--- src/rtl/sdram_arbiter.sv ---
// sdram_arbiter
//
// Shares one SDRAM controller port between a timing-critical SPI read path
// and a general user read/write path. SPI always wins at arbitration. An
// access that has been granted is never preempted. A per-access watchdog
// ends any access the controller never acknowledges. A separate counter
// limits how long the SPI side may keep refresh suppressed.
//
// Ports
//   clk, reset_n        system clock (rising edge) / async active-low reset
//   spi_critical        SPI timing window active: blocks user grants and
//                       requests refresh inhibit
//   spi_req/spi_addr    SPI byte-address read request, held until spi_ack
//   spi_ack/spi_data    one-cycle completion pulse with the read byte
//   user_req/user_we    user request (held until user_ack) and direction
//   user_addr           user word address
//   user_wr_data        user write data
//   user_ack            one-cycle completion pulse
//   user_rd_data        user read word
//   user_idle           arbiter idle, no SPI window, controller idle
//   sd_enable/sd_we     SDRAM access request (level) and direction
//   sd_addr/sd_wr_data  SDRAM address and write data, stable for the access
//   sd_rd_data/sd_ack   SDRAM read data and completion strobe
//   sd_idle             controller reports idle
//   sd_refresh_inhibit  suppress SDRAM refresh
//   err_timeout         sticky: an access was ended by the watchdog
//   err_inhibit         sticky: refresh inhibit hit its length limit
module sdram_arbiter #(
  parameter int ADDR_WIDTH  = 24,
  parameter int DATA_WIDTH  = 16,
  parameter int WDOG_CYCLES = 64,
  parameter int MAX_INHIBIT = 1 << 20
) (
  input  logic                  clk,
  input  logic                  reset_n,
  input  logic                  spi_critical,
  input  logic                  spi_req,
  input  logic [ADDR_WIDTH-2:0] spi_addr,
  output logic                  spi_ack,
  output logic [7:0]            spi_data,
  input  logic                  user_req,
  input  logic                  user_we,
  input  logic [ADDR_WIDTH-1:0] user_addr,
  input  logic [DATA_WIDTH-1:0] user_wr_data,
  output logic                  user_ack,
  output logic [DATA_WIDTH-1:0] user_rd_data,
  output logic                  user_idle,
  output logic                  sd_enable,
  output logic                  sd_we,
  output logic [ADDR_WIDTH-1:0] sd_addr,
  output logic [DATA_WIDTH-1:0] sd_wr_data,
  input  logic [DATA_WIDTH-1:0] sd_rd_data,
  input  logic                  sd_ack,
  input  logic                  sd_idle,
  output logic                  sd_refresh_inhibit,
  output logic                  err_timeout,
  output logic                  err_inhibit
);

  typedef enum logic [1:0] {
    IDLE,
    SPI_BUSY,
    USER_BUSY
  } state_t;

  // Watchdog only needs to count up to WDOG_CYCLES-1; the inhibit counter
  // must be able to hold MAX_INHIBIT itself, which marks saturation.
  localparam int WDOG_W = (WDOG_CYCLES > 1) ? $clog2(WDOG_CYCLES) : 1;
  localparam int INH_W  = $clog2(MAX_INHIBIT + 1);
  localparam logic [WDOG_W-1:0] WDOG_LAST = WDOG_W'(WDOG_CYCLES - 1);
  localparam logic [INH_W-1:0]  INH_MAX   = INH_W'(MAX_INHIBIT);
  localparam logic [INH_W-1:0]  INH_LAST  = INH_W'(MAX_INHIBIT - 1);

  state_t            state;
  logic [WDOG_W-1:0] wdog;
  logic [INH_W-1:0]  inh_cnt;
  logic              crit_q;
  logic              running;

  // Arbitration FSM. While an ack is being pulsed, the same requester's
  // req is still the old request (it only sees the ack now), so it is
  // masked; the other requester can be granted in that cycle, leaving a
  // single idle cycle between back-to-back accesses.
  always_ff @(posedge clk or negedge reset_n) begin
    if (!reset_n) begin
      state        <= IDLE;
      wdog         <= '0;
      running      <= 1'b0;
      sd_enable    <= 1'b0;
      sd_we        <= 1'b0;
      sd_addr      <= '0;
      sd_wr_data   <= '0;
      spi_ack      <= 1'b0;
      spi_data     <= '0;
      user_ack     <= 1'b0;
      user_rd_data <= '0;
      err_timeout  <= 1'b0;
    end else begin
      running  <= 1'b1;
      spi_ack  <= 1'b0;
      user_ack <= 1'b0;
      case (state)
        IDLE: begin
          wdog <= '0;
          if (spi_req && !spi_ack) begin
            state      <= SPI_BUSY;
            sd_enable  <= 1'b1;
            sd_we      <= 1'b0;
            sd_addr    <= {spi_addr, 1'b0};
            sd_wr_data <= '0;
          end else if (user_req && !user_ack && !spi_critical) begin
            state      <= USER_BUSY;
            sd_enable  <= 1'b1;
            sd_we      <= user_we;
            sd_addr    <= user_addr;
            sd_wr_data <= user_wr_data;
          end
        end
        SPI_BUSY, USER_BUSY: begin
          // A real ack on the last watchdog cycle still counts as success.
          if (sd_ack || wdog == WDOG_LAST) begin
            state     <= IDLE;
            sd_enable <= 1'b0;
            if (!sd_ack) begin
              err_timeout <= 1'b1;
            end
            if (state == SPI_BUSY) begin
              spi_ack  <= 1'b1;
              spi_data <= sd_ack ? sd_rd_data[7:0] : 8'h00;
            end else begin
              user_ack     <= 1'b1;
              user_rd_data <= sd_ack ? sd_rd_data : '0;
            end
          end else begin
            wdog <= wdog + WDOG_W'(1);
          end
        end
        default: begin
          state     <= IDLE;
          sd_enable <= 1'b0;
        end
      endcase
    end
  end

  // Refresh inhibit: spi_critical delayed one cycle, with a run-length
  // counter that saturates and then forces inhibit off until the SPI
  // window closes and clears it.
  always_ff @(posedge clk or negedge reset_n) begin
    if (!reset_n) begin
      inh_cnt     <= '0;
      crit_q      <= 1'b0;
      err_inhibit <= 1'b0;
    end else begin
      crit_q <= spi_critical;
      if (spi_critical) begin
        if (inh_cnt != INH_MAX) begin
          inh_cnt <= inh_cnt + INH_W'(1);
        end
        if (inh_cnt == INH_LAST) begin
          err_inhibit <= 1'b1;
        end
      end else begin
        inh_cnt <= '0;
      end
    end
  end

  assign sd_refresh_inhibit = crit_q && (inh_cnt != INH_MAX);

  // running keeps user_idle low while reset is held even though the state
  // register reads IDLE during reset.
  assign user_idle = running && (state == IDLE) && !spi_critical && sd_idle;

endmodule
--- config.mk ---
export PLATFORM = sky130hd
export DESIGN_NAME = sdram_arbiter
export DESIGN_NICKNAME = d
export VERILOG_FILES = /design/src/rtl/sdram_arbiter.sv
export SDC_FILE = /design/constraint.sdc
export NUM_CORES = 1
export LEC_CHECK = 0
export CAP_MARGIN = 10
export CORE_MARGIN = 1
export CORE_UTILIZATION = 45
export DETAILED_ROUTE_END_ITERATION = 6
export PLACE_DENSITY = 0.8
export SYNTH_ARGS = -nofsm -noshare
export SYNTH_HDL_FRONTEND = slang
export SYNTH_SLANG_ARGS = --single-unit
--- constraint.sdc ---
create_clock -name clk -period 1.94 [get_ports clk]
set_input_delay 0.388 -clock clk [delete_from_list [all_inputs] [get_ports clk]]
set_output_delay 0.388 -clock clk [all_outputs]
set_load 0.01 [all_outputs]
* After elaboration in Yosys (flattened, before gate mapping)
Index checks and enable logic that the tools add are counted.
** Cells by class
- Equal/unequal tests :: 9
- Reduce and logical (&&, ||, !) cells :: 22
- Bitwise gates (word level) :: 2
- Add/sub/neg operators :: 2
- Muxes and demuxes :: 26
** Operator list (count)
- $mux 16 :: 3
- $mux 24 :: 2
- $mux 21 :: 2
- $add 21x1->21 const B :: 1
- $eq 21x20->1 const B :: 1
- $ne 21x21->1 const B :: 1
- $pmux 6 s2 :: 1
- $mux 1 :: 11
- $reduce_and 3->1 :: 3
- $mux 8 :: 1
- $reduce_and 2->1 :: 4
- $logic_and 1x1->1 :: 7
- $add 6x1->6 const B :: 1
- $eq 6x6->1 const B :: 1
- $mux 2 :: 3
- $mux 6 :: 1
- $ne 2x2->1 const B :: 2
- $pmux 2 s2 :: 1
- $reduce_bool 2->1 :: 2
- $logic_not 1->1 :: 3
- $ne 3x3->1 const B :: 1
- $eq 2x1->1 const B :: 1
- $eq 2x2->1 const B :: 1
- $logic_not 2->1 :: 1
- other kinds (5) :: 6
** Storage, ports and cells
- Logic and storage cells :: 76
- Flip-flop bits (word level) :: 101

* Longest topological paths before layout
Gate-level depths: netlist of run 1.
- Word-level depth :: 6
- Depth in mapped cells :: 7

* Worst setup path after synthesis of run 1
No wires, ideal clock.
- Kind :: register to register
- Start :: register state[1]
- End :: register wdog[5]
- Buffers on the path :: 0
- Clock period less this slack :: 1652 ps
- Data arrival time :: 1512 ps
- Setup slack :: 288 ps
- Library setup time :: 141 ps
- Cell stages (with the launch flop) :: 7
- Path through :: dfrtp_1 > inv_1 > ha_1 > nor2b_1 > o21ai_1 > o311ai_0 > nand3_1
** Between the ends
- Cells in the longest elaborated chain, start to end :: 4
- Elaborated cells on any way between the ends :: 8
- Classes of those cells :: eq/ne: 3; mux: 1; reduce/logical: 4
** RTL lines
- start: declaration :: RTL line 74 : state_t state;
- start signal: assignment :: RTL line 86 : state <= IDLE;
- start signal: assignment :: RTL line 106 : state <= SPI_BUSY;
- start signal: assignment :: RTL line 112 : state <= USER_BUSY;
- $eq 2x1->1 or $eq 2x2->1 (tied branches) :: RTL line 102 : case (state)
- $reduce_or 2->1 :: RTL line 102
- $ne 2x2->1 (no line) or $reduce_bool 2->1 (tied branches)
- $reduce_and 2->1 (no line)
- end signal: assignment :: RTL line 135 : wdog <= wdog + WDOG_W'(1);
- end: declaration :: RTL line 75 : logic [WDOG_W-1:0] wdog;
Parallel ways exist; a longest one is shown, timed or not.
A chain may end at the register's enable or synchronous reset.

* Worst setup path after layout of run 1
- Start :: register inh_cnt[0]
- End :: output sd_refresh_inhibit
** Between the ends
- Cells in the longest elaborated chain, start to end :: 2
** RTL lines
- start: declaration :: RTL line 76 : logic [INH_W-1:0] inh_cnt;
- start signal: assignment :: RTL line 158 : inh_cnt <= inh_cnt + INH_W'(1);
- $ne 21x21->1 :: RTL line 169 : assign sd_refresh_inhibit = crit_q && (inh_cnt != INH_MAX);
- $logic_and 1x1->1 :: RTL line 169
- end: declaration :: RTL line 55 : output logic sd_refresh_inhibit,
No other way between the ends.

==> flow_metrics.py, run 1 <==
metrics = {
    "run_status": {
        "status": "complete, but fails checks",
        "violations": "negative setup slack",
    },
    "sta": {
        "slew_headroom_pct": 60.1,
        "final_min_period_over_clock_period_pct": 103,
        "finalHoldViolCount": 0,
        "fmax_mhz": 498,
        "final.setup_skew_ps": 17.1,
        "slew_viol_final": 0,
        "period_minus_slack_ps": 2010,
        "whs_ps": 486,
        "tns_ps": -66.4,
        "fin_ws_ps": -66.4,
        "worst_pin_slew_ps": 599,
        "rsz0062_at_grt": "true",
        "final-setup-viol-count": 1,
    },
    "route": {
        "ant_nets": 0,
        "dr.pass1.iters": 4,
        "vias": 3812,
        "viasPerCell": 5.13,
        "routed_wl_um": 11300,
        "drt-initial-drc-count": 108,
        "drc": 0,
        "wire_per_inst_um": 15.2,
    },
    "synth": {
        "synth_top_family_by_area": "simple AND/OR/NAND/NOR gates",
        "synth_cell_types": 43,
        "synth.area.mux_share_pct": 5.88,
        "synth_compound_area_share_pct": 13.6,
        "avgSynthCellArea_sq_um": 10.5,
        "synthFlopType": "dfrtp_1",
        "synth_area_sq_um": 4430,
        "synth_nets": 515,
        "synth_cells": 423,
        "synth_top_area_share_pct": 57.1,
        "yosys.area_share.simple_pct": 17.0,
        "yosysWarnings": 0,
        "yosys.area.top_type": "dfrtp_1",
        "synth_fa_ha_area_share_pct": 1.41,
        "synth_edf_count": 0,
        "synth_xor_area_share_pct": 1.98,
        "seq_area_frac_synth_pct": 57.1,
        "synthTopCellsByArea": "dfrtp_1 57%, nand2_1 6.2%, mux2i_1 5.9%, o21ai_0 5.5%, a22o_1 4.7%",
        "async_flop_share_pct": 100,
        "synth_seq_cells": 101,
    },
    "cells_and_area": {
        "fin_nets": 701,
        "fin_util_pct": 71.1,
        "final_cell_mix": "155 x clkdlybuf4s50_1, 101 x dfrtp_1, 73 x nand2_1",
        "area_growth_pct": 50.5,
        "antenna_cells": 0,
        "drive_above_1_share_pct": 11.1,
        "layout_commonest_cell": "clkdlybuf4s50_1",
    },
    "global_routing": {
        "grt_max_degree": 43,
        "grt_antenna_before_repair": 0,
        "grt_use_total_pct": 22.9,
        "gr-total-overflow": 0,
        "grt_pass1_wl_um": 18300,
        "grt_pass1_vias": 3933,
    },
    "floorplan": {
        "pin_count": 159,
        "die-area_sq_um": 10200,
        "num_rows": 35,
        "core_sq_um": 9370,
        "die_w_um": 101,
        "start_util_pct": 47.3,
        "die_h_um": 101,
    },
    "power": {
        "powerDensity_nw_per_um2": 1200,
        "ir_drop_mv": 0.842,
        "p_leak_nw": 3.01,
        "finalPower_mw": 7.98,
    },
    "placement": {
        "hpwl_um": 8340,
        "io_buffers": 158,
        "gp_congestion": 0.810,
    },
    "setup_path": {
        "crit_fanout": 2,
        "crit_arrival_ps": 1620,
        "critical_path.endpoint_type": "output port",
        "startpoint_type": "register",
        "critPathRequiredTime_ps": 1550,
        "criticalPathCategory": "register to output port",
    },
    "clock_network": {
        "cts_tree": "done",
        "clock_path_buffers": 2,
        "numCtsBuffers": 9,
        "cts_max_level": 3,
        "clock-root-buffer": "clkbuf_8",
        "worstSkewPairLatency_ps": 370,
        "clkTransAtPathRegs_ps": 110,
        "clock-sinks": 101,
    },
    "run": {
        "maxCapViolCount": 0,
    },
    "min_path": {
        "hp-class": "register to register",
    },
}
what timing repair did:
action | 4_1_cts | 5_1_grt
buffers inserted | 2 | 2
hold buffers | 1 | 0
pin swaps | 1 | 1
endpoints found under the hold margin | 27 | 0
resized for setup | 11 | 3
setup endpoints to repair | 2 | 1
flip-flops by register name, summed over array words and instances, names as in the netlist, 2 cells and up:
name	cells
state	2
wdog	6
user_rd_data	16
sd_wr_data	16
inh_cnt	21
spi_data	8
sd_addr	24
report_power, final:
group | internal [mW] | switching, mW
Clock | 0.526 | 0.770
Combinational | 1.95 | 1.58
Sequential | 2.77 | 0.382
Total | 5.25 | 2.73
metal layers:
layer  share of wire [%]  GRT usage (%)
met1                  43           28.9
met2                  50           38.9
met3                 4.9           5.45
met4                 2.1           7.80
met5                   0              0
cell families (layout without fill, tap and decap cells):
kind of cell,after synthesis,count (layout)
simple gates,152,152
fa+ha+maj,5,5
compound gates,96,96
other cells,1,1
mux,26,26
flops,101,101
buf+inv,32,223
xor+xnor,10,10
cell usage after synthesis (all sizes together), types with 2 or more instances:
cell    instances
a21oi           8
nand2b          4
a22o           24
buf            10
and3            3
o21ai          52
and4            4
and2            3
nor4            4
nand2          74
mux2i          26
nor4b           2
clkbuf         13
xor2           10
o31ai           3
dfrtp         101
o211ai          3
nor2           15
nor3b           2
nand3b          2
nor2b           5
or4             3
inv             9
nand3          14
or3             4
nand4           9
ha              5
critical path: stages, from the launching register on:
cell and delay, ps:
dfrtp_1 390, inv_1 60, ha_1 140, nor4b_4 210
nand3_2 150, nor2_4 120, nor2b_1 50, buf_2 130
final cells by class:
type	count	area, sq um
Clock buffer	10	138
Sequential cell	101	2530
Tap cell	129	161
Inverter	9	33.8
Clock inverter	6	51.3
Multi-Input combinational cell	290	1830
Fill cell	744	2710
Timing Repair Buffer	198	1930
metrics by stage:
step	setup slack, ps	std cells	area [sq um]
after CTS	-101	741	6630
after global placement	-31.2	722	6390
final	-66.4	743	6660
after floorplan	288	423	4430
after detailed placement	-161	722	6390
after global routing	-190	743	6660
path summary, 6_finish.rpt:
| path | to | from | slack [ps] | cells past startpoint |
|---|---|---|---|---|
| setup / recovery | sd_refresh_inhibit | inh_cnt[0]$_DFFE_PN0P_ | -70 | 7 |
| hold / removal | err_timeout$_DFFE_PN0P_ | err_timeout$_DFFE_PN0P_ | 490 | 1 |
| setup reg to reg | inh_cnt[0]$_DFFE_PN0P_ | inh_cnt[0]$_DFFE_PN0P_ | 190 | 9 |
| hold reg to reg | err_timeout$_DFFE_PN0P_ | err_timeout$_DFFE_PN0P_ | 490 | 1 |
| max in group asynchronous | sd_addr[23]$_DFFE_PN0P_ | reset_n | 840 | 3 |
| min in group asynchronous | inh_cnt[3]$_DFFE_PN0P_ | reset_n | 530 | 2 |
(Power assumes the default switching activity.)
==> run 2, diff against run 1 <==
ABC_AREA = 1   (was unset)
PLACE_DENSITY = 0.78   (was 0.8)
==> run 2 against run 1 <==
Compared with the run above:
- the flow now finishes without violations
- clock-buffer cell count shrank 1
- clock skew shrank 5.1 ps
- via count grew 31%
- wire length grew 26%
- core utilization shrank 4.7 points
- non-clock buffer count shrank 1
- synthesized cell count grew 52%
==> flow_metrics.py, run 2 <==
metrics = {
    "synth": {
        "synth_xor_area_share_pct": 0.871,
        "synth_fa_ha_area_share_pct": 1.24,
        "synthFlopType": "dfrtp_1",
        "seq_area_frac_synth_pct": 50.3,
        "avgSynthCellArea_sq_um": 7.81,
        "synth_seq_cells": 101,
        "synth_cell_types": 33,
        "synth_commonest_cells": "247 x nand2_1, 101 x dfrtp_1, 48 x nand3_1, 48 x nor2_1, 39 x inv_1",
        "synth.area.mux_share_pct": 0,
        "synth_nets": 736,
        "synth_compound_area_share_pct": 6.84,
        "async_flop_share_pct": 100,
        "synth_top_family_by_area": "simple AND/OR/NAND/NOR gates",
        "synth_edf_count": 0,
        "synthTopCellsByArea": "dfrtp_1 50%, nand2_1 18%, nand3_1 4.8%, nand4_1 4.1%, nor2_1 3.6%",
        "synth_top_area_share_pct": 50.3,
        "yosysWarnings": 0,
        "synth_cells": 644,
        "yosys.area_share.simple_pct": 33.6,
        "yosysMostFrequentCell": "nand2_1",
        "yosys.area.top_type": "dfrtp_1",
        "synth_area_sq_um": 5030,
    },
    "cells_and_area": {
        "largest_reg_flops": 24,
        "multiInputGateArea_sq_um": 2200,
        "fin_nets": 913,
        "antenna_cells": 0,
        "final_cell_mix": "247 x nand2_1, 155 x clkdlybuf4s50_1, 101 x dfrtp_1",
        "fillCellCount": 904,
        "area_growth_pct": 43.1,
        "top_register": "sd_addr",
        "seqCellArea_sq_um": 2530,
        "reg_top3": "sd_addr x24, inh_cnt x21",
        "layout_commonest_cell": "nand2_1",
        "drive_above_1_share_pct": 10.4,
    },
    "clock_network": {
        "clock_path_buffers": 2,
        "worstSkewPairLatency_ps": 370,
        "cts_max_level": 3,
        "clkTransAtPathRegs_ps": 110,
        "cts_tree": "done",
        "numCtsBuffers": 9,
        "clock-sinks": 101,
        "clock-root-buffer": "clkbuf_8",
    },
    "route": {
        "dr.pass1.iters": 6,
        "vias": 4984,
        "drt-initial-drc-count": 330,
        "drc": 0,
        "wire_per_inst_um": 14.8,
        "ant_nets": 0,
        "viasPerCell": 5.16,
        "routed_wl_um": 14300,
    },
    "min_path": {
        "hold_start": "user_rd_data[14]$_DFFE_PN0P_",
        "hold_path_depth": 2,
        "hold-path-endpoint": "user_rd_data[14]$_DFFE_PN0P_",
        "hp-class": "register to register",
    },
    "sta": {
        "final_min_period_over_clock_period_pct": 96.8,
        "rsz0062_at_grt": "true",
        "fmax_mhz": 533,
        "final.setup_skew_ps": 11.9,
        "period_minus_slack_ps": 1880,
        "slew_viol_final": 0,
        "final-setup-viol-count": 0,
        "whs_ps": 486,
        "finalHoldViolCount": 0,
    },
    "power": {
        "powerDensity_nw_per_um2": 1140,
        "finalPower_mw": 8.22,
        "ir_drop_mv": 0.677,
        "p_leak_nw": 3.48,
    },
    "floorplan": {
        "die-area_sq_um": 11600,
        "core_sq_um": 10800,
        "die_h_um": 108,
        "start_util_pct": 46.4,
        "num_rows": 38,
        "pin_count": 159,
        "die_w_um": 108,
    },
    "run_status": {
        "status": "complete, no violations",
    },
    "setup_path": {
        "criticalPathCategory": "register to output port",
        "crit_fanout": 2,
        "r2r_end": "inh_cnt[18]$_DFFE_PN0P_",
        "crit_arrival_ps": 1490,
        "critPathTopFamily": "flip-flops",
        "r2r_slack_ps": 200,
        "cp.buffers_inverters": 3,
        "critical_path.endpoint_type": "output port",
        "critPathRequiredTime_ps": 1550,
        "reg2regPathDepth": 9,
        "cp_slowest_cell": "dfrtp_1",
        "path_cells": "inv_2, ha_4, nand3_4, nor2_4, nand3_2, nand2_1, inv_1, buf_2",
        "worstReg2RegStart": "inh_cnt[0]$_DFFE_PN0P_",
        "cp_slowest_stage_delay_ps": 410,
        "startpoint_type": "register",
    },
    "run": {
        "maxCapViolCount": 0,
    },
    "global_routing": {
        "grt_max_degree": 65,
        "grt_pass1_wl_um": 23400,
        "grt_pass1_vias": 4957,
        "grt_antenna_before_repair": 0,
        "grt_use_total_pct": 25.8,
        "gr-total-overflow": 0,
    },
    "placement": {
        "io_buffers": 158,
        "hpwl_um": 10400,
        "gp_congestion": 0.942,
    },
}
run 2: cell types whose count changed in the layout (fill, tap and decap cells not counted), sizes merged, moves of 5 or more:
cell,before,now
a22o,24,0
mux2i,26,0
nand2,74,249
inv,13,44
nand3,14,52
nor2,15,52
nand4,9,33
xor2,10,4
nor2b,5,0
run 2: power by group:
part | internal (mW) | switching [mW] | total, mW
combinational | 1.84 | 1.94 | 3.78
sequential | 2.75 | 0.368 | 3.12
clock | 0.496 | 0.819 | 1.31
total | 5.09 | 3.13 | 8.22
run 2: timing repair:
| item | CTS | global route |
|---|---|---|
| setup buffers | 3 | 1 |
| pin swaps | 4 | 1 |
| hold endpoints to repair | 37 | 0 |
| hold buffers | 1 | 0 |
| resized for setup | 14 | 10 |
| endpoints found under the setup margin | 2 | 2 |
run 2: worst min-delay path, cell delays in order (launching register included):
cell     delay (ps)
dfrtp_1         360
nand2_1          50
nand2_1          50
run 2: worst max path at each step:
stage / from / to / slack, ps / cells past startpoint
floorplan: state[0]$_DFFE_PN0P_ / user_idle / 370 / 5
global placement: spi_critical / user_idle / -150 / 3
CTS: inh_cnt[1]$_DFFE_PN0P_ / sd_refresh_inhibit / -3 / 8
finish: inh_cnt[0]$_DFFE_PN0P_ / sd_refresh_inhibit / 60 / 8
global route: inh_cnt[0]$_DFFE_PN0P_ / sd_refresh_inhibit / -30 / 8
detailed placement: spi_critical / user_idle / -140 / 3
run 2: final cells by class:
type | instances | area share (%)
timing repair buffer | 197 | 26.9
inverter | 43 | 2.29
multi-input combinational | 469 | 30.6
clock buffer | 9 | 1.72
sequential | 101 | 35.1
clock inverter | 7 | 0.921
tap | 140 | 2.43
run 2: routing by layer:
metal | track usage, % | part of all wire, % | up-vias
met5 | 0 | 0 | -
met4 | 9.78 | 3.1 | 0
met3 | 6.05 | 7.0 | 41
met2 | 43.8 | 49 | 201
met1 | 31.8 | 41 | 2315
li1 | - | - | 2427
run 2: cells by family (layout without fill, tap and decap cells):
kind of cell	count (synthesis)	count (layout)
and+or+nand+nor	393	393
DFF	101	101
buffers and inverters	74	256
AOI/OAI and AO/OA	65	65
adders and majority gates	5	5
xor gates and xnor gates	5	5
other	1	1
run 2: stage by stage:
stage                     cell area [sq um]  setup TNS [ps]  instances  util, %  worst slack, ps
after floorplan                        5030               0        644        -              370
after global placement                 6920            -569        945     63.9             -149
after detailed placement               6920           -1280        945     63.9             -139
after CTS                              7150           -3.27        965     66.0            -3.27
after global routing                   7200           -29.8        966     66.4            -29.8
final                                  7200               0        966     66.4             62.5
==> run 3, diff against run 2 <==
GPL_TIMING_DRIVEN = 0   (was unset)
==> run 3 against run 2 <==
Compared with the run above:
- the flow now finishes with violations (negative setup slack)
- core utilization is 0.78 points higher
- setup slack worse by 120 ps
- combinational power is 2% higher
- first-iteration DRC count is 14% lower
- global-route usage hardly changed
- die area stayed put
- largest cell class unchanged
- largest power group unchanged
==> flow_metrics.py, run 3 (same netlist as run 2, synthesis figures left out) <==
metrics = {
    "run_status": {
        "violations": "negative setup slack",
        "status": "complete, but fails checks",
    },
    "global_routing": {
        "grt_pass1_vias": 4931,
        "grt_use_total_pct": 25.9,
        "grt_pass1_wl_um": 23400,
        "grt_max_degree": 72,
        "gr-total-overflow": 0,
        "grt_antenna_before_repair": 0,
    },
    "route": {
        "routed_wl_um": 14400,
        "top_layer_used": "met4",
        "wl_met1_um": 5990,
        "dr.pass1.iters": 5,
        "drc": 0,
        "met2_wirelength_um": 7100,
        "route.met3.wl_um": 930,
        "viasPerCell": 5.17,
        "drt-initial-drc-count": 284,
        "wire_per_inst_um": 14.7,
        "vias": 5043,
        "ant_nets": 0,
    },
    "sta": {
        "slew_viol_final": 0,
        "final.setup_skew_ps": 7.61,
        "rsz0062_at_grt": "true",
        "period_minus_slack_ps": 2000,
        "fin_ws_ps": -57.3,
        "final-setup-viol-count": 2,
        "final_min_period_over_clock_period_pct": 103,
        "fmax_mhz": 501,
        "finalHoldViolCount": 0,
    },
    "clock_network": {
        "cts_max_level": 3,
        "clock-sinks": 101,
        "clock-root-buffer": "clkbuf_8",
        "clock_path_buffers": 2,
        "cts_tree": "done",
        "worstSkewPairLatency_ps": 370,
        "clkTransAtPathRegs_ps": 100,
        "numCtsBuffers": 9,
    },
    "setup_path": {
        "critPathRequiredTime_ps": 1550,
        "critPathTopFamily": "simple AND/OR/NAND/NOR gates",
        "crit_fanout": 5,
        "cp_slowest_stage_delay_ps": 450,
        "crit_top_cell": "nand3_2",
        "path_cells": "nor2_2, nand3_2, nor2_4, nand3_2, nand2_1, inv_1, buf_2",
        "cp.buffers_inverters": 2,
        "criticalPathCategory": "register to output port",
        "crit_arrival_ps": 1610,
        "startpoint_type": "register",
        "critical_path.endpoint_type": "output port",
        "cp_slowest_cell": "dfrtp_2",
    },
    "power": {
        "ir_drop_mv": 0.726,
        "p_leak_nw": 3.49,
        "powerDensity_nw_per_um2": 1170,
    },
    "cells_and_area": {
        "final_cell_mix": "245 x nand2_1, 154 x clkdlybuf4s50_1, 96 x dfrtp_1",
        "layout_commonest_cell": "nand2_1",
        "fin_nets": 922,
        "reg_top3": "sd_addr x24, inh_cnt x21",
        "area_growth_pct": 44.8,
        "antenna_cells": 0,
        "design_area_sq_um": 7280,
        "top_register": "sd_addr",
        "fillCellCount": 895,
        "largest_reg_flops": 24,
        "layout.cells.non_filler": 975,
        "drive_above_1_share_pct": 11.5,
    },
    "floorplan": {
        "start_util_pct": 46.4,
        "pin_count": 159,
        "num_rows": 38,
        "core_sq_um": 10800,
        "die_h_um": 108,
        "die_w_um": 108,
        "die-area_sq_um": 11600,
    },
    "placement": {
        "placed_cells": 942,
        "dpl_cell_area_sq_um": 6800,
        "post-place-ws_ps": -512,
        "io_buffers": 157,
        "hpwl_um": 10700,
        "gp_congestion": 0.875,
    },
    "run": {
        "maxCapViolCount": 0,
    },
    "min_path": {
        "hp-class": "primary input to register",
    },
}
run 3: cell types whose count changed in the layout (fill, tap and decap cells not counted), sizes merged:
| cell | before | now |
|---|---|---|
| clkbuf | 9 | 23 |
| clkdlybuf4s50 | 155 | 154 |
| clkinv | 5 | 2 |
| bufinv | 0 | 2 |
| buf | 41 | 40 |
| inv | 44 | 42 |
run 3: cell type report:
cell class	instances	area, sq um	share of cell area, %
flip-flops and latches	101	2530	34.8
multi-input cells	469	2250	30.9
repair buffers	177	1730	23.8
plain buffers	29	183	2.51
well taps	140	175	2.41
inverters	43	170	2.34
clock buffers	12	165	2.27
clock inverters	4	76.3	1.05
run 3: metal layers:
metal	vias up	track usage [%]
li1	2446	-
met1	2390	31.8
met2	180	44.2
met3	27	5.75
met4	0	9.78
met5	-	0
run 3: worst paths after layout:
kind                                          from                     endpoint  slack [ps]  depth (start not counted)
hold / removal                              sd_ack  user_rd_data[1]$_DFFE_PN0P_         380                          3
min in group asynchronous                  reset_n    sd_wr_data[2]$_DFFE_PN0P_         490                          2
setup / recovery           inh_cnt[10]$_DFFE_PN0P_           sd_refresh_inhibit         -60                          7
max in group asynchronous                  reset_n       inh_cnt[8]$_DFFE_PN0P_         750                          3
hold reg to reg            err_inhibit$_DFFE_PN0P_      err_inhibit$_DFFE_PN0P_         480                          2
setup reg to reg            inh_cnt[0]$_DFFE_PN0P_       inh_cnt[0]$_DFFE_PN0P_         -10                         15
run 3: worst reg2reg max path: stages (launching register included):
cell     delay (ps)
dfrtp_2         430
inv_2            90
ha_4            160
nand3_4          80
nor2_4          120
buf_4           110
buf_4           100
buf_4           100
buf_4            90
buf_4            90
buf_4            90
buf_4           100
nand2_4          50
nor2_4          110
nand3_2          90
nand2_1          80
run 3: report_power, final:
part | leakage, nW | total [mW] | switching (mW) | internal [mW]
logic | 2.07 | 3.85 | 1.99 | 1.86
registers | 1.30 | 3.11 | 0.355 | 2.75
clock network | 0.119 | 1.58 | 0.738 | 0.837
total | 3.49 | 8.54 | 3.09 | 5.45
run 3: through the flow:
step	power, mW	hold slack [ps]	setup TNS, ps	util [%]
global route	9.08	417	-226	67.2
floorplan	4.92	92.4	0	-
finish	8.54	384	-69.5	67.2
detailed placement	6.92	362	-4630	62.7
global placement	6.80	453	-330530	62.5
CTS	8.59	370	0	66.5
run 3: repair_timing:
| item | CTS | global route |
|---|---|---|
| setup buffers | 16 | 3 |
| endpoints found under the setup margin | 2 | 8 |
| hold buffers | 1 | 0 |
| pin swaps | 4 | 6 |
| gates resized for setup | 24 | 17 |
| endpoints found under the hold margin | 30 | 0 |
